`config.mk`:
```
export PLATFORM = sky130hd
export DESIGN_NAME = gen_crd_rcv_top
export DESIGN_NICKNAME = d
export VERILOG_FILES = /design/src/rtl/gen_crd_pkg.sv /design/src/rtl/gen_crd_rcv_fifo.sv /design/src/rtl/gen_crd_rcv_top.sv
export SDC_FILE = /design/constraint.sdc
export NUM_CORES = 1
export LEC_CHECK = 0
export CAP_MARGIN = 25
export CORE_UTILIZATION = 51
export DETAILED_ROUTE_END_ITERATION = 16
export GPL_ROUTABILITY_DRIVEN = 0
export GPL_TIMING_DRIVEN = 0
export HOLD_SLACK_MARGIN = 0.15
export PLACE_DENSITY = 0.75
export SETUP_SLACK_MARGIN = 0.1
export SKIP_LAST_GASP = 1
export SYNTH_ARGS = -nofsm -noshare
export SYNTH_HDL_FRONTEND = slang
export SYNTH_SLANG_ARGS = --single-unit
```
`constraint.sdc`:
```
create_clock -name clk -period 2.4 [get_ports clk]
set_input_delay 0.72 -clock clk [delete_from_list [all_inputs] [get_ports clk]]
set_output_delay 0.72 -clock clk [all_outputs]
set_load 0.005 [all_outputs]
```
`src/rtl/gen_crd_pkg.sv`:
```
// Shared helpers for the credit-based flow-control link (sender and receiver sides).
// Width functions let both ends size their counters and grant buses identically.
package gen_crd_pkg;

  function automatic int cnt_w(input int depth);
    return $clog2(depth) + 1;
  endfunction

  function automatic int grnt_w(input int max_val);
    return $clog2(max_val) + 1;
  endfunction

  function automatic int crd_min(input int a, input int b);
    return (a < b) ? a : b;
  endfunction

endpackage

```
`src/rtl/gen_crd_rcv_fifo.sv`:
```
// Receiver target buffer: DEPTH-entry FIFO with first-word fall-through read.
// Pointers wrap explicitly, so DEPTH need not be a power of two.
module gen_crd_rcv_fifo
  import gen_crd_pkg::*;
#(
  parameter int DATA_W = 8,
  parameter int DEPTH  = 8,
  localparam int CNT_W = cnt_w(DEPTH),
  localparam int PTR_W = $clog2(DEPTH)
) (
  input  logic              clk,
  input  logic              rst_n,
  input  logic              push_en_i,
  input  logic [DATA_W-1:0] push_data_i,
  input  logic              pop_en_i,
  output logic              push_acc_o,
  output logic              pop_acc_o,
  output logic [DATA_W-1:0] pop_data_o,
  output logic              empty_o,
  output logic              full_o,
  output logic [CNT_W-1:0]  cnt_o
);

  logic [DATA_W-1:0] mem_q [DEPTH];
  logic [PTR_W-1:0]  wr_ptr_q, wr_ptr_d;
  logic [PTR_W-1:0]  rd_ptr_q, rd_ptr_d;
  logic [CNT_W-1:0]  cnt_q, cnt_d;

  function automatic logic [PTR_W-1:0] ptr_inc(input logic [PTR_W-1:0] p);
    return (p == PTR_W'(DEPTH - 1)) ? {PTR_W{1'b0}} : p + PTR_W'(1);
  endfunction

  assign full_o     = (cnt_q == CNT_W'(DEPTH));
  assign empty_o    = (cnt_q == {CNT_W{1'b0}});
  assign push_acc_o = push_en_i & ~full_o;
  assign pop_acc_o  = pop_en_i & ~empty_o;
  assign pop_data_o = mem_q[rd_ptr_q];
  assign cnt_o      = cnt_q;

  // Next-state for pointers and occupancy
  always_comb begin
    wr_ptr_d = push_acc_o ? ptr_inc(wr_ptr_q) : wr_ptr_q;
    rd_ptr_d = pop_acc_o ? ptr_inc(rd_ptr_q) : rd_ptr_q;
    case ({push_acc_o, pop_acc_o})
      2'b10:   cnt_d = cnt_q + CNT_W'(1);
      2'b01:   cnt_d = cnt_q - CNT_W'(1);
      default: cnt_d = cnt_q;
    endcase
  end

  // Pointer and count registers
  always_ff @(posedge clk or negedge rst_n) begin
    if (!rst_n) begin
      wr_ptr_q <= {PTR_W{1'b0}};
      rd_ptr_q <= {PTR_W{1'b0}};
      cnt_q    <= {CNT_W{1'b0}};
    end else begin
      wr_ptr_q <= wr_ptr_d;
      rd_ptr_q <= rd_ptr_d;
      cnt_q    <= cnt_d;
    end
  end

  // Storage is deliberately left unreset; contents are meaningless while empty
  always_ff @(posedge clk) begin
    if (push_acc_o) begin
      mem_q[wr_ptr_q] <= push_data_i;
    end
  end

endmodule

```
`src/rtl/gen_crd_rcv_top.sv`:
```
// Credit receiver: buffers sender words and returns freed entries as grant pulses.
// Credits are accumulated from local pops and released by threshold or drain flush.
module gen_crd_rcv_top
  import gen_crd_pkg::*;
#(
  parameter int DATA_W           = 8,
  parameter int DEPTH            = 8,
  parameter int MAX_CRD_GRNT_VAL = 1,
  parameter int RTN_THRESH       = 1,
  localparam int CNT_W           = cnt_w(DEPTH),
  localparam int CRD_GRNT_W      = grnt_w(MAX_CRD_GRNT_VAL)
) (
  input  logic                  clk,
  input  logic                  rst_n,
  input  logic                  push_en,
  input  logic [DATA_W-1:0]     push_data,
  input  logic                  pop_en,
  output logic [DATA_W-1:0]     pop_data,
  output logic                  fifo_empty,
  output logic                  fifo_full,
  output logic [CNT_W-1:0]      fifo_cnt,
  output logic [CNT_W-1:0]      pend_crd,
  output logic                  crd_grnt_en,
  output logic [CRD_GRNT_W-1:0] crd_grnt_val,
  output logic                  ovf_err,
  output logic                  udf_err
);

  logic                  push_acc_s, pop_acc_s;
  logic                  rtn_go_s;
  logic [CRD_GRNT_W-1:0] rtn_amt_s;
  logic [CNT_W-1:0]      pend_crd_q, pend_crd_d;
  logic                  grnt_en_q, grnt_en_d;
  logic [CRD_GRNT_W-1:0] grnt_val_q, grnt_val_d;
  logic                  ovf_q, ovf_d, udf_q, udf_d;

  gen_crd_rcv_fifo #(
    .DATA_W (DATA_W),
    .DEPTH  (DEPTH)
  ) u_fifo (
    .clk         (clk),
    .rst_n       (rst_n),
    .push_en_i   (push_en),
    .push_data_i (push_data),
    .pop_en_i    (pop_en),
    .push_acc_o  (push_acc_s),
    .pop_acc_o   (pop_acc_s),
    .pop_data_o  (pop_data),
    .empty_o     (fifo_empty),
    .full_o      (fifo_full),
    .cnt_o       (fifo_cnt)
  );

  // Return decision; the empty term flushes leftovers when the threshold exceeds 1
  always_comb begin
    rtn_go_s   = (pend_crd_q >= CNT_W'(RTN_THRESH)) |
                 (fifo_empty & (pend_crd_q != {CNT_W{1'b0}}));
    rtn_amt_s  = CRD_GRNT_W'(crd_min(int'(pend_crd_q), MAX_CRD_GRNT_VAL));
    pend_crd_d = pend_crd_q + CNT_W'(pop_acc_s)
                 - (rtn_go_s ? CNT_W'(rtn_amt_s) : {CNT_W{1'b0}});
    grnt_en_d  = rtn_go_s;
    grnt_val_d = rtn_go_s ? rtn_amt_s : {CRD_GRNT_W{1'b0}};
    ovf_d      = ovf_q | (push_en & ~push_acc_s);
    udf_d      = udf_q | (pop_en & ~pop_acc_s);
  end

  // Credit accumulator, registered grant outputs and sticky error flags
  always_ff @(posedge clk or negedge rst_n) begin
    if (!rst_n) begin
      pend_crd_q <= {CNT_W{1'b0}};
      grnt_en_q  <= 1'b0;
      grnt_val_q <= {CRD_GRNT_W{1'b0}};
      ovf_q      <= 1'b0;
      udf_q      <= 1'b0;
    end else begin
      pend_crd_q <= pend_crd_d;
      grnt_en_q  <= grnt_en_d;
      grnt_val_q <= grnt_val_d;
      ovf_q      <= ovf_d;
      udf_q      <= udf_d;
    end
  end

  assign pend_crd     = pend_crd_q;
  assign crd_grnt_en  = grnt_en_q;
  assign crd_grnt_val = grnt_val_q;
  assign ovf_err      = ovf_q;
  assign udf_err      = udf_q;

endmodule

```
Yosys cells after proc, flatten, opt, wreduce, memory -nomap -nowiden:

Memories as Yosys holds them, arrays and structs flattened.
Index checks and enable logic that the tools add are counted.

* flip-flop bits (word level): 18
* RAM bits: 64
* input port bits: 12
* output and inout port bits: 22
* word-level logic and storage cells: 45
* memories kept: 1

* $add $sub $neg: 6
* $lt $le $gt $ge: 2
* eq/ne operators: 5
* mux-type cells: 8
* bitwise logic cells: 12
* reductions and logical operators: 3

Memories
* u_fifo.mem_q: depth 8, width 8, rd ports 1, clocked after Yosys merged registers in 0, wr ports 1, RTL line gen_crd_rcv_fifo.sv:24 `logic [DATA_W-1:0] mem_q [DEPTH];`

Operator list (count)
* case mux 4 bit (2 select lines): 1
* adder 3 x 1 -> 3 bit (second input constant): 2
* == test 3 bit (second input constant): 2
* two-way mux 3 bit: 2
* bitwise AND 1 bit: 5
* two-way mux 1 bit: 5
* adder 4 x 1 -> 4 bit: 1
* adder 4 x 1 -> 4 bit (second input constant): 1
* == test 4 bit (second input constant): 1
* greater-or-equal comparator 4 x 1 -> 1 bit (second input constant): 1
* zero test 4 bit: 1
* less-than comparator 4 x 1 -> 1 bit (second input constant): 1
* inverter 1 bit: 4
* nonzero test 4 bit: 1
* subtractor 4 x 1 -> 4 bit: 1
* subtractor 4 x 1 -> 4 bit (second input constant): 1
* OR 1 bit: 3
* == test 2 x 1 -> 1 bit (second input constant): 1
* == test 2 bit (second input constant): 1
* nonzero test 2 bit: 1

Depth between registers and ports, before layout:

Gate-level depths: netlist of run 1.

* word-level depth: 6
* gate-level depth with buffers: 10

Cells and area by module:

From an unflattened synthesis of run 1, not the netlist that was laid out.

* cells, all modules: 198
* area, all modules: 3593.4 µm²

Modules (own cells, without submodules)
* gen_crd_rcv_fifo: times used 1, cells each 164, area each 3194.3 µm², seq. area each 2172.1 µm²
* gen_crd_rcv_top: times used 1, cells each 34, area each 399.1 µm², seq. area each 200.2 µm²

Worst setup path before layout of run 1:

Ideal clock, no wire load.

* path type: register -> register
* from: reg u_fifo.cnt_q[0] (netlist: u_fifo.cnt_o[0])
* to: reg u_fifo.cnt_q[3] (netlist: u_fifo.cnt_o[3])
* library setup time: 0.134 ns
* arrival time: 2.422 ns
* data required time: 2.266 ns
* setup slack: -0.156 ns
* cell stages (with the launch flop): 8
* clock period less this slack: 2.556 ns
* cell sequence: dfrtp_1 > or4b_4 > nand2_4 > ha_1 > ha_1 > or4b_1 > o311ai_0 > o211ai_1

* cells in the longest elaborated chain, start to end: 5
* elaborated cells between the ends (all ways): 12

RTL lines
* from (decl): RTL line gen_crd_rcv_fifo.sv:27 `logic [CNT_W-1:0] cnt_q, cnt_d;`
* from (signal assigned): RTL line gen_crd_rcv_fifo.sv:56 `cnt_q <= {CNT_W{1'b0}};`
* from (signal assigned): RTL line gen_crd_rcv_fifo.sv:60 `cnt_q <= cnt_d;`
* == test 4 bit or zero test 4 bit (tied branches): RTL line gen_crd_rcv_fifo.sv:33, gen_crd_rcv_fifo.sv:34
* inverter 1 bit, on equally long branches: RTL line gen_crd_rcv_fifo.sv:35, gen_crd_rcv_fifo.sv:36
* bitwise AND 1 bit, on equally long branches: RTL line gen_crd_rcv_fifo.sv:35, gen_crd_rcv_fifo.sv:36
* == test 2 x 1 -> 1 bit or == test 2 bit (tied branches): RTL line gen_crd_rcv_fifo.sv:44 `case ({push_acc_o, pop_acc_o})`
* case mux 4 bit (2 select lines) or nonzero test 2 bit (tied branches)

Several ways; a longest one is shown, not always the timed one.
A chain may end at the register's enable or synchronous reset.

Worst setup path after layout of run 1:

* from: reg u_fifo.rd_ptr_q[0]
* to: out pop_data[2]

* cells in the longest elaborated chain, start to end: 1

RTL lines
* from (decl): RTL line gen_crd_rcv_fifo.sv:26 `logic [PTR_W-1:0] rd_ptr_q, rd_ptr_d;`
* from (signal assigned): RTL line gen_crd_rcv_fifo.sv:55 `rd_ptr_q <= {PTR_W{1'b0}};`
* from (signal assigned): RTL line gen_crd_rcv_fifo.sv:59 `rd_ptr_q <= rd_ptr_d;`
* memory (8 x 8 bit)
* to (decl): RTL line gen_crd_rcv_top.sv:18 `output logic [DATA_W-1:0] pop_data,`

Every way passes these cells.

==> results of run 1 <==
[per-layer routing]
layer	part of all wire, %	track usage, %
met5	0	0
met1	43	25.9
met4	2.5	11.5
met3	3.4	4.04
met2	51	33.8
[cell families after synthesis]
group                    count (synthesis)  share of synthesized area (%)
AO/OA/AOI/OAI                           13                           2.39
XOR/XNOR                                 4                          0.984
adder cells (fa/ha/maj)                 15                           5.69
buffers and inverters                   17                           2.50
flip-flops                              82                           66.6
multiplexers                            32                           16.8
AND/OR/NAND/NOR                         28                           4.96
[cell usage in the layout, fill, tap and decap left out, types with 2 or more instances in the layout]
master,netlist,final
a21o_1,3,3
a21oi_1,4,2
a21oi_2,0,2
buf_12,1,4
buf_2,1,2
buf_4,0,19
buf_6,1,17
clkbuf_8,0,9
clkdlybuf4s50_1,0,23
clkinv_1,0,2
clkinv_4,0,2
dfrtp_1,18,14
dfrtp_2,0,4
edfxtp_1,64,64
ha_1,13,7
ha_4,0,6
inv_1,9,7
inv_2,2,2
inv_4,0,2
mux2_1,7,7
mux2_4,8,8
mux4_2,8,15
nand2_1,2,2
nand2b_1,2,2
nand3_1,3,3
nor2_1,6,2
nor2_2,0,3
nor3_2,0,2
nor3_4,0,2
nor3b_1,4,4
o21ai_1,2,2
or4b_4,1,2
xor2_1,3,2
[sequential cells by signal, summed over array words and instances, names as in the netlist]
signal,flops
u_fifo.mem_q,64
pend_crd,4
u_fifo.cnt_o,4
u_fifo.rd_ptr_q,3
u_fifo.wr_ptr_q,3
crd_grnt_en,1
crd_grnt_val,1
ovf_err,1
udf_err,1
[per-stage QoR]
step,total power (W),std cells
finish,0.00605,350
global route,0.00637,350
CTS,0.00569,344
detailed placement,0.00433,307
global placement,0.00421,304
floorplan,0.00345,191
[critical path, cell delays in order, from the launching register on]
cell and delay [ns]:
dfrtp_1 0.38, buf_6 0.13, buf_12 0.12, buf_12 0.12, mux4_2 0.49, mux2_4 0.28, buf_6 0.12
[power by group]
group | total (W) | leakage (nW) | switching (W) | internal (W)
logic | 0.00299 | 0.850 | 0.00123 | 0.00175
clock network | 0.000975 | 0.0987 | 0.000496 | 0.000479
registers | 0.00209 | 0.782 | 0.000216 | 0.00187
[layout make-up]
type | count | area [um2]
clock inverter | 7 | 68.8
clock buffer | 9 | 124
buffer | 5 | 51.3
tap | 80 | 100
timing repair buffer | 64 | 648
sequential | 82 | 2380
fill | 417 | 2080
inverter | 11 | 46.3
multi-input combinational | 92 | 1260
[timing repair]
| action | in CTS | in global routing |
|---|---|---|
| setup endpoints to repair | 12 | 64 |
| gates cloned | 1 | 0 |
| hold buffers | 0 | 0 |
| pin swaps | 3 | 10 |
| endpoints found under the hold margin | 0 | 0 |
| resized for setup | 63 | 33 |
| setup buffers | 21 | 6 |
[cell usage after synthesis]
cell | instances | area [um2]
a21oi_1 | 4 | 20.0
dfrtp_1 | 18 | 450
mux2_4 | 8 | 120
ha_1 | 13 | 163
nand2b_2 | 1 | 8.76
nor2_1 | 6 | 22.5
mux4_2 | 8 | 180
nor4_2 | 1 | 12.5
nand2_1 | 2 | 7.51
inv_1 | 9 | 33.8
xor2_1 | 3 | 26.3
buf_12 | 1 | 20.0
o211ai_1 | 1 | 7.51
o21ai_0 | 1 | 5.00
nand3_1 | 3 | 15.0
mux4_1 | 8 | 210
mux2_1 | 7 | 78.8
nor3b_1 | 4 | 30.0
clkbuf_1 | 2 | 7.51
xnor2_1 | 1 | 8.76
o311ai_0 | 1 | 8.76
nand2_4 | 1 | 11.3
or4b_1 | 1 | 10.0
fa_1 | 2 | 40.0
buf_1 | 1 | 3.75
inv_2 | 2 | 7.51
edfxtp_1 | 64 | 1920
a21o_1 | 3 | 22.5
buf_6 | 1 | 11.3
o21ai_1 | 2 | 10.0
or4b_4 | 1 | 13.8
nor4_1 | 1 | 6.26
buf_2 | 1 | 5.00
nand2b_1 | 2 | 12.5
mux2i_1 | 1 | 10.0
nor3_1 | 4 | 20.0
nor2b_1 | 1 | 6.26
a2111o_1 | 1 | 11.3
[worst paths after layout]
| check | start | end | slack (ns) | cells past startpoint |
|---|---|---|---|---|
| max reg2reg | u_fifo.cnt_o[0] | u_fifo.cnt_o[3] | -0.01 | 8 |
| min | ovf_err | ovf_err | 0.47 | 1 |
| min in group asynchronous | rst_n | u_fifo.wr_ptr_q[0] | 0.86 | 1 |
| min reg2reg | ovf_err | ovf_err | 0.47 | 1 |
| max in group asynchronous | rst_n | u_fifo.cnt_o[0] | 0.96 | 1 |
| max | u_fifo.rd_ptr_q[0] | pop_data[2] | -0.30 | 6 |
==> impl_metrics.toml, run 1 <==
[run_status]
status = "finished with violations"
violations = "setup timing"

[min_path]
hold_class = "reg2reg"

[worst_setup_path]
worstPathRequired_ns = 1.68
cp_max_fo = 5
critical_path.startpoint_type = "flip-flop"
cp.arrival_ns = 1.98
path_class = "reg2out"
cp-end-kind = "primary output"

[yosys]
ys_warn_count = 0
synth_area_um2 = 3560
post_synth.cell_area_avg_um2 = 18.6
syn_inst = 191
synth.yosys.seq_area_share_pct = 66.6
synth_nets = 218
ys_ff_latch = 82
yosysUniqueCellTypes = 38

[routing]
num_vias = 1966
avgRoutedWirePerCell_um = 20.4
ant_nets = 0
vias_per_cell = 5.62
drtIter0Drc = 102
firstDrtPassIters = 4
drc_errors = 0
routed_wl_um = 7130

[cells_and_area]
area_delta_synth_final_pct = 31.5
fin_util_pct = 69.3
n_antenna_cell = 0
final_area_um2 = 4680
drive_above_1_share_pct = 42.6
nNetsFinal = 292

[floorplanning]
die-width_um = 85.5
ios = 34
rows = 30
die_area_um2 = 7320
initial_core_util_pct = 52.7
core_um2 = 6760
fp.dieH_um = 85.5

[place]
io_buffer_count = 33
post-place-ws_ns = -0.536
hpwl_um = 4210
place_area_um2 = 4070

[sta]
max_freq_ghz = 0.370
drv_slew = 0
setup_viol = 9
period_needed_ns = 2.70
hold_viol_final = 0
worst_clock_skew_ns = 0.00818
rsz0062_at_grt = "true"
worst_pin_slew_ns = 0.855
fin_crit_sh_pct = 113
timing.slew.headroom_pct = 42.8
fin_tns_setup_ns = -2.24
hold_ws_ns = 0.468
setup_ws_ns = -0.301

[global_routing]
grt_pass1_vias = 2047
overflow = 0
grt_max_degree = 19
gr-usage-all-layers_pct = 20.6
antenna_found_initial = 0
grt_pass1_wl_um = 10700

[job]
cap_viol_max_count = 0

[clock_network]
cts-root-buf = "clkbuf_8"
numCtsBuffers = 9
max-clock-path-buffers = 2
path_clk_slew_ns = 0.08
tritoncts = "done"
clkSinkCount = 82
clk_latency_ns = 0.35
htree_levels = 3

[power]
cellPowerDensity_nw_per_um2 = 1290
power.leakage_nw = 1.73
ir_worst_vdd_v = 0.000705
Note: power is estimated with default switching activity, not from simulation.
==> run 2: changes to the inputs <==
CORE_MARGIN = 4   (was unset)
==> run 2 against run 1 <==
  * The run still ends with setup timing left
  * Worst setup slack lost 0.0080 ns
  * First-iteration DRC count grew 55%
  * Cell area shrank 1.1%
  * Combinational power shrank 4%
  * Clock power grew 12%
  * Critical path depth is the same
  * Sequential power is essentially flat
  * Clock skew shrank 0.00078 ns
  * Critical path type unchanged
  * Largest cell class unchanged
==> impl_metrics.toml, run 2 (synthesized netlist as in run 1, its figures left out) <==
[run_status]
status = "finished with violations"
violations = "setup timing"

[sta]
drv_slew = 0
setup_ws_ns = -0.309
hold_viol_final = 0
rsz0062_at_grt = "true"
fin_crit_sh_pct = 113
period_needed_ns = 2.71
worst_clock_skew_ns = 0.00739
setup_viol = 9
max_freq_ghz = 0.369
worst_pin_slew_ns = 0.866
timing.slew.headroom_pct = 42.1

[clock_network]
path_clk_slew_ns = 0.08
tritoncts = "done"
clkSinkCount = 82
clk_latency_ns = 0.35
max-clock-path-buffers = 2
cts-root-buf = "clkbuf_8"
numCtsBuffers = 9
htree_levels = 3
hold_buffers = 0

[worst_setup_path]
path_class = "reg2out"
critPathBufInv = 4
cp.arrival_ns = 1.99
worstPathRequired_ns = 1.68
r2r-end = "u_fifo.cnt_o[3]"
regToRegSetupSlack_ns = -0.01
crit_slowest_cell = "mux4_2"
crit_chain = "buf_6 > buf_12 > buf_12 > mux4_2 > mux2_4 > buf_6"
cp-end-kind = "primary output"
critical_path.startpoint_type = "flip-flop"
max_stage_delay_ns = 0.50
cp_top_family = "multiplexers"
reg2regPathDepth = 10
r2r_start = "u_fifo.cnt_o[0]"
cp_max_fo = 5

[cells_and_area]
largest_register_ff_count = 64
nNetsFinal = 290
regMostFlops = "u_fifo.mem_q"
final_cell_mix = "edfxtp_1, clkdlybuf4s50_1, buf_4"
drive_above_1_share_pct = 41.0
n_antenna_cell = 0
area_delta_synth_final_pct = 29.9
final_common_cell = "edfxtp_1"
fin_util_pct = 68.1
final_area_um2 = 4630

[floorplanning]
fp.dieH_um = 91.5
initial_core_util_pct = 52.4
ios = 34
core_um2 = 6790
die-width_um = 91.5
die_area_um2 = 8380
rows = 30

[routing]
avgRoutedWirePerCell_um = 19.6
routed_wl_um = 7140
ant_nets = 0
num_vias = 1924
drc_errors = 0
firstDrtPassIters = 4
drtIter0Drc = 158
vias_per_cell = 5.29

[min_path]
hold_depth = 1
worstHoldStart = "ovf_err"
whs_endpoint = "ovf_err"
hold_class = "reg2reg"

[power]
cellPowerDensity_nw_per_um2 = 1300
ir_worst_vdd_v = 0.000660
power.leakage_nw = 1.71
power_w = 0.00602

[place]
io_buffer_count = 33
hpwl_um = 4160
place_area_um2 = 4080

[global_routing]
overflow = 0
gr-usage-all-layers_pct = 17.6
grt_pass1_vias = 1971
grt_pass1_wl_um = 10900
antenna_found_initial = 0
grt_max_degree = 19

[job]
cap_viol_max_count = 0
run 2: cell count changes in the layout (fill, tap and decap cells not counted), sizes merged:
cell	delta
clkinv	-3
buf	-2
bufinv	+1
clkinvlp	+1
clkbuf	+1
run 2: worst reg2reg max path: stages, from the launching register on:
cell,delay [ns]
dfrtp_2,0.44
buf_6,0.13
nor4_4,0.27
buf_4,0.16
nand2b_4,0.12
inv_2,0.04
ha_4,0.17
ha_4,0.23
or4b_1,0.50
o311ai_1,0.10
o211ai_1,0.12
run 2: where the power goes:
group	switching, W	internal (W)	total [W]
Combinational	0.00119	0.00167	0.00286
Sequential	0.000206	0.00187	0.00208
Clock	0.000498	0.000590	0.00109
run 2: metrics by stage:
stage / setup TNS, ns / setup WS, ns / std cells / hold WS [ns]
after floorplan: 0 / 0.0418 / 191 / 0.424
after global placement: -34.05 / -0.844 / 320 / 0.439
after detailed placement: -13.24 / -0.538 / 323 / 0.448
after CTS: -2.42 / -0.305 / 360 / 0.466
after global routing: -2.79 / -0.354 / 364 / 0.477
final: -2.34 / -0.309 / 364 / 0.465
run 2: routing by layer:
layer  GRT usage, %  share of wire (%)
met3           2.57                3.4
met1           24.2                 44
met4           7.16                1.8
met5              0                  0
met2           28.2                 51
run 2: cell type report:
cell class	instances	area, um2
sequential	82	2380
timing repair buffer	62	606
fill	435	2170
tap	96	120
buffer	5	51.3
inverter	11	41.3
clock inverter	6	90.1
multi-input combinational	92	1210
clock buffer	10	128
run 2: timing repair:
item | in CTS | in global routing
pin swaps | 4 | 9
buffers inserted | 21 | 4
gates cloned | 2 | 0
endpoints found under the setup margin | 11 | 61
gates resized for setup | 65 | 24
run 2: worst max path at each step:
stage	cells after the start	start	end
after global routing	6	u_fifo.rd_ptr_q[0]	pop_data[5]
final	6	u_fifo.rd_ptr_q[0]	pop_data[5]
after detailed placement	5	u_fifo.rd_ptr_q[1]	pop_data[3]
after global placement	3	push_en	u_fifo.mem_q[0][0]
after floorplan	7	u_fifo.cnt_o[2]	u_fifo.cnt_o[3]
after CTS	6	u_fifo.rd_ptr_q[0]	pop_data[1]
